`src/rtl/bcd_scan_ctrl_pkg.sv`:
```
// rtl/bcd_scan_ctrl_pkg.sv - shared types, widths and BCD decode helper for the digit scanner
package bcd_scan_pkg;

   localparam int BCD_W = 4;
   localparam int DEC_W = 10;

   typedef enum logic [1:0] {
      IDLE  = 2'd0,
      BLANK = 2'd1,
      DRIVE = 2'd2
   } scan_state_t;

   // Codes 10..15 decode to all-zero so an invalid digit lights nothing.
   function automatic logic [DEC_W-1:0] bcd_onehot(input logic [BCD_W-1:0] code);
      logic [DEC_W-1:0] one;
      one = {{(DEC_W-1){1'b0}}, 1'b1};
      if (code < 4'd10) begin
         bcd_onehot = one << code;
      end else begin
         bcd_onehot = '0;
      end
   endfunction

endpackage

```
`src/rtl/bcd_scan_ctrl_dec.sv`:
```
// rtl/bcd_scan_ctrl_dec.sv - combinational 4-to-10 one-hot BCD decoder with invalid-code flag
module bcd_onehot_dec
   import bcd_scan_pkg::*;
(
   input  logic [BCD_W-1:0] code,
   output logic [DEC_W-1:0] dec,
   output logic             invalid
);

   assign dec     = bcd_onehot(code);
   assign invalid = (code > 4'd9);

endmodule

```
`src/rtl/bcd_scan_ctrl.sv`:
```
// rtl/bcd_scan_ctrl.sv - double-buffered round-robin BCD digit scanner with blanking gaps
// Define BCD_SCAN_LZB_EN to enable leading-zero blanking.
module bcd_scan_ctrl
   import bcd_scan_pkg::*;
#(
   parameter int NUM_DIGITS   = 4,
   parameter int SCAN_DIV     = 1000,
   parameter int BLANK_CYCLES = 2
) (
   input  logic                        clk,
   input  logic                        rst,
   input  logic                        load_valid,
   output logic                        load_ready,
   input  logic [BCD_W*NUM_DIGITS-1:0] load_data,
   output logic [NUM_DIGITS-1:0]       dig_sel,
   output logic [DEC_W-1:0]            dec_out,
   output logic                        invalid,
   output logic                        frame_done
);

   localparam int WORD_W  = BCD_W * NUM_DIGITS;
   localparam int CNT_MAX = (SCAN_DIV > BLANK_CYCLES) ? SCAN_DIV : BLANK_CYCLES;
   localparam int CNT_W   = (CNT_MAX > 1) ? $clog2(CNT_MAX) : 1;
   localparam int IDX_W   = $clog2(NUM_DIGITS);

   localparam logic [CNT_W-1:0] SCAN_LAST  = CNT_W'(SCAN_DIV - 1);
   localparam logic [CNT_W-1:0] BLANK_LAST = CNT_W'(BLANK_CYCLES - 1);
   localparam logic [IDX_W-1:0] IDX_LAST   = IDX_W'(NUM_DIGITS - 1);

   scan_state_t        state, state_n;
   logic [WORD_W-1:0]  active, active_n;
   logic [WORD_W-1:0]  pending, pending_n;
   logic               pend_vld, pend_vld_n;
   logic [IDX_W-1:0]   idx, idx_n;
   logic [CNT_W-1:0]   cnt, cnt_n;

   logic [NUM_DIGITS-1:0] sel_n;
   logic [DEC_W-1:0]      dec_n;
   logic                  inv_n;
   logic                  fd_n;
   logic                  lead_blank;
   logic [BCD_W-1:0]      digit_mux;
   logic [DEC_W-1:0]      digit_dec;
   logic                  digit_inv;
   logic                  transfer;

   assign load_ready = ~pend_vld & ~rst;
   assign transfer   = load_valid & load_ready;

   always_comb begin
      state_n    = state;
      active_n   = active;
      pending_n  = pending;
      pend_vld_n = pend_vld;
      idx_n      = idx;
      cnt_n      = cnt;

      // transfer implies ~pend_vld, so this never collides with the frame commit below
      if (transfer && (state != IDLE)) begin
         pending_n  = load_data;
         pend_vld_n = 1'b1;
      end

      unique case (state)
         IDLE: begin
            if (transfer) begin
               active_n = load_data;
               state_n  = BLANK;
               idx_n    = '0;
               cnt_n    = '0;
            end
         end
         BLANK: begin
            if (cnt == BLANK_LAST) begin
               state_n = DRIVE;
               cnt_n   = '0;
            end else begin
               cnt_n = cnt + 1'b1;
            end
         end
         DRIVE: begin
            if (cnt == SCAN_LAST) begin
               state_n = BLANK;
               cnt_n   = '0;
               if (idx == IDX_LAST) begin
                  idx_n = '0;
                  if (pend_vld) begin
                     active_n   = pending;
                     pend_vld_n = 1'b0;
                  end
               end else begin
                  idx_n = idx + 1'b1;
               end
            end else begin
               cnt_n = cnt + 1'b1;
            end
         end
         default: state_n = IDLE;
      endcase
   end

   // Outputs are decoded from next-state values and registered, so they line up with state.
   assign digit_mux = active_n[idx_n*BCD_W +: BCD_W];

   bcd_onehot_dec u_dec (
      .code    (digit_mux),
      .dec     (digit_dec),
      .invalid (digit_inv)
   );

   always_comb begin
      sel_n      = '0;
      dec_n      = '0;
      inv_n      = 1'b0;
      fd_n       = 1'b0;
      lead_blank = 1'b0;
`ifdef BCD_SCAN_LZB_EN
      lead_blank = (idx_n != '0) && ((active_n >> (idx_n*BCD_W)) == '0);
`endif
      if (state_n == DRIVE) begin
         inv_n = digit_inv;
         fd_n  = (idx_n == IDX_LAST) && (cnt_n == SCAN_LAST);
         if (!lead_blank) begin
            sel_n = {{(NUM_DIGITS-1){1'b0}}, 1'b1} << idx_n;
            dec_n = digit_dec;
         end
      end
   end

   always_ff @(posedge clk) begin
      if (rst) begin
         state      <= IDLE;
         active     <= '0;
         pending    <= '0;
         pend_vld   <= 1'b0;
         idx        <= '0;
         cnt        <= '0;
         dig_sel    <= '0;
         dec_out    <= '0;
         invalid    <= 1'b0;
         frame_done <= 1'b0;
      end else begin
         state      <= state_n;
         active     <= active_n;
         pending    <= pending_n;
         pend_vld   <= pend_vld_n;
         idx        <= idx_n;
         cnt        <= cnt_n;
         dig_sel    <= sel_n;
         dec_out    <= dec_n;
         invalid    <= inv_n;
         frame_done <= fd_n;
      end
   end

endmodule
```
`config.mk`:
```
export PLATFORM = sky130hd
export DESIGN_NAME = bcd_scan_ctrl
export DESIGN_NICKNAME = d
export VERILOG_FILES = /design/src/rtl/bcd_scan_ctrl_pkg.sv /design/src/rtl/bcd_scan_ctrl_dec.sv /design/src/rtl/bcd_scan_ctrl.sv
export SDC_FILE = /design/constraint.sdc
export NUM_CORES = 1
export LEC_CHECK = 0
export ABC_CLOCK_PERIOD_IN_PS = 4600
export CAP_MARGIN = 30
export CORE_MARGIN = 4
export CORE_UTILIZATION = 59
export DETAILED_ROUTE_END_ITERATION = 8
export GPL_ROUTABILITY_DRIVEN = 0
export PLACE_DENSITY = 0.84
export SETUP_SLACK_MARGIN = 0.5
export SLEW_MARGIN = 30
export SYNTH_ARGS = -nofsm -noshare
export SYNTH_HDL_FRONTEND = slang
export SYNTH_SLANG_ARGS = --single-unit
```
`constraint.sdc`:
```
create_clock -name clk -period 4.6 [get_ports clk]
set_clock_uncertainty 0.2 [all_clocks]
set_input_delay 0.46 -clock clk [delete_from_list [all_inputs] [get_ports clk]]
set_output_delay 0.46 -clock clk [all_outputs]
set_load 0.1 [all_outputs]
```
==> reports/metrics.csv <==
metric;value;unit
status;complete, no violations;
top_reg_cell synth;dfxtp_1;
placed cell area;3210;sq um
post-detail-place hpwl;4290;um
number of diodes;0;
crit path max fanout;15;
CP Cell Sequence;ha_1 -> nand4_2 -> nor4_4 -> mux2i_2 -> o21bai_1 -> a21oi_1 -> or3b_1 -> nor4b_1;
wirelength, routed;6350;um
io pins;36;
Critical Path AT;3.59;ns
xor-xnor portion of the synthesized cell area;0.00308;
post-CTS resize count;0;
LEAKAGE;1.17;nW
WL per Instance;15.0;um
worst vdd ir;0.208;mV
DRT antenna net count;0;
share of layout cells above drive strength 1;0.0840;
max_cap viols;0;
required time worst endpoint;4.62;ns
Fin. Hold Viols;0;
EDFF count, synth;0;
gr ovfl total;0;
hold path depth;2;
power density over cell area;324;nW/um^2
total track usage;0.222;
Yosys warning total;0;
Layout area overhead;18.5;%
Final Cycle Share;0.775;
Post-CTS Setup Inserts;0;
first-pass GRT wire length;10800;um
core area;4690;sq um
R2R Setup Slk;1.03;ns
Die ar.;6000;sq um
DR iter-0 viols;153;
root buf cell;clkbuf_8;
# DRC;0;
vias per cell;6.03;
antenna violations before repair;0;
Clock transition at path regs;0.06;ns
hold path start;pending[14]$_SDFFE_PP0P_;
Synth Area in Adders;0.0132;
starting density of the core;0.607;
ys async rst share;0;
clk sinks;63;
Synth Area in Simple Gates;0.266;
Mapped Avg Cell Area;8.55;sq um
I/O Buffers;35;
RR Endpoint;dec_out[4]$_SDFF_PP0_;
Fin Setup TNS;0;ns
H-tree depth;3;
Cell variety after synth;51;
Worst Hold Path EP;pending[14]$_SDFFE_PP0P_;
width of the chip;77.5;um
register bit count reported by yosys;63;
Worst Max-Slew Pin Slew;0.973;ns
Pre-Repair DR Iteration Count;4;
post-synthesis mux area share;0.0149;
worst hold path class;reg -> reg;
Worst path slowest cell;mux2i_2;
Final Net Count;387;
crit end category;flop;
row cnt;25;
Max Fclk;280;MHz
post-route minimum period;3.57;ns
RSZ-0062 raised after global routing;no;
reg2reg path depth;8;
Total Power;1.09;mW
worst skew pair latency;0.33;ns
CP peak stage delay;0.69;ns
CTS tree;done;
FF-to-FF Start;cnt[0]$_SDFF_PP0_;
Bufs and invs on worst path;0;
Vias;2552;
sequential share of the synthesized area;0.443;
Chip Height;77.5;um
total CTS buffers;9;
Setup crit start kind;flop;
Synth Area in Compound Gates;0.226;
Top delay family on crit path;simple AND/OR/NAND/NOR gates;
synthesized instance count;333;
worst rel slew slack;0.349;
Post-CTS Hold Fix Bufs;0;
pin count of the biggest net entering global routing;50;
max-slew violations;0;
Longest Clk Path Bufs;2;
Synth Net Count;355;
mapped cell area;2850;sq um
final setup vio count;0;
vias in the first global route;2319;
Finished Cell Area;3370;sq um
WS Path Type;reg -> reg;
fin util;0.719;
main combinational cell family by area after synthesis;simple AND/OR/NAND/NOR gates;
worst register-to-register path: stages (launching register included):
cell and delay [ns]:
dfxtp_1 0.46, ha_1 0.34, nand4_2 0.23, nor4_4 0.47, mux2i_2 0.69, o21bai_1 0.21
a21oi_1 0.09, or3b_1 0.47, nor4b_1 0.31
cell families after synthesis:
family,count (synthesis)
simple gates,143
compound gates,98
flops,63
buf+inv,21
mux,4
fa+ha+maj,3
xor+xnor,1
worst max path at each step:
stage                             to               from  slack (ns)  depth (start not counted)
2_1_floorplan  dec_out[5]$_SDFF_PP0_                rst        1.45                          8
3_3_place_gp   dec_out[2]$_SDFF_PP0_  cnt[0]$_SDFF_PP0_        1.02                          8
3_5_place_dp   dec_out[4]$_SDFF_PP0_  cnt[0]$_SDFF_PP0_        0.93                          8
4_1_cts        dec_out[4]$_SDFF_PP0_  cnt[0]$_SDFF_PP0_        0.86                          8
5_1_grt        dec_out[7]$_SDFF_PP0_  cnt[0]$_SDFF_PP0_        0.79                          8
6_report       dec_out[4]$_SDFF_PP0_  cnt[0]$_SDFF_PP0_        1.03                          8
flip-flops by register name (all words and copies together), names as in the netlist:
name        count
active         16
cnt            10
dec_out        10
dig_sel         4
frame_done      1
idx             2
invalid         1
pend_vld        1
pending        16
state           2
Yosys cell counts, types with 2 or more instances:
cell type | number | share of area
a22oi_1 | 4 | 0.011
ha_1 | 3 | 0.013
o21ai_0 | 10 | 0.018
nor3b_1 | 10 | 0.026
nand2b_1 | 3 | 0.0066
clkbuf_1 | 9 | 0.012
buf_4 | 2 | 0.0053
a211oi_1 | 10 | 0.026
nor4_4 | 2 | 0.015
nor4b_1 | 3 | 0.0092
or3_1 | 3 | 0.0066
inv_1 | 3 | 0.0040
nand3_1 | 6 | 0.011
buf_2 | 6 | 0.011
and3_1 | 6 | 0.013
nor2_1 | 41 | 0.054
o21bai_1 | 2 | 0.0053
o31ai_1 | 2 | 0.0053
mux2i_1 | 2 | 0.0070
o211ai_1 | 4 | 0.011
mux2_2 | 2 | 0.0079
nor2b_1 | 4 | 0.0088
or3b_1 | 2 | 0.0062
a21boi_0 | 2 | 0.0053
dfxtp_1 | 63 | 0.44
o21ai_1 | 2 | 0.0035
o32ai_1 | 2 | 0.0062
nand2_1 | 43 | 0.057
nor3_1 | 8 | 0.014
a21oi_1 | 38 | 0.067
or2_2 | 3 | 0.0066
a22o_1 | 14 | 0.043
report_power, final:
part,switching (mW),internal (mW)
clock,0.193,0.207
combinational,0.0744,0.0484
sequential,0.00896,0.559
cell type report:
class	count	area, sq um
Clock buffer	14	153
Clock inverter	1	5.00
Fill cell	382	1320
Inverter	3	11.3
Multi-Input combinational cell	249	1500
Sequential cell	63	1260
Tap cell	54	67.6
Timing Repair Buffer	39	378
routing by layer:
metal  vias up  track usage  share of wire
li1       1268            -              -
met1      1196        0.292           0.47
met2        77        0.354           0.46
met3        11       0.0557          0.055
met4         0       0.0819          0.017
met5         -            0              0
cell usage in the layout, fill, tap and decap left out, types with 2 or more instances in the layout:
cell type / n
o21ai_1: 2
ha_1: 3
a21boi_0: 2
nand2b_1: 3
o211ai_1: 4
o32ai_1: 2
nor2b_1: 4
o21ai_0: 10
a22oi_1: 4
clkbuf_8: 10
clkdlybuf4s50_1: 34
dfxtp_1: 63
buf_4: 5
or2_2: 3
clkbuf_1: 4
a211oi_1: 10
a22o_1: 14
o31ai_1: 2
inv_1: 3
nor3b_1: 10
o21bai_1: 2
nor4_4: 2
nand3_1: 6
or3_1: 3
a21oi_1: 38
nor3_1: 8
or3b_1: 2
mux2_2: 2
nor4b_1: 3
and3_1: 6
nand2_1: 43
nor2_1: 40
stage by stage:
step / setup WS (ns) / hold slack, ns / std cells
after detailed placement: 0.926 / 0.248 / 408
after floorplan: 1.45 / 0.232 / 333
after global placement: 1.02 / 0.241 / 408
final: 1.03 / 0.253 / 423
after CTS: 0.860 / 0.256 / 423
after global routing: 0.788 / 0.280 / 423
Power figures use the tool's default switching activity.
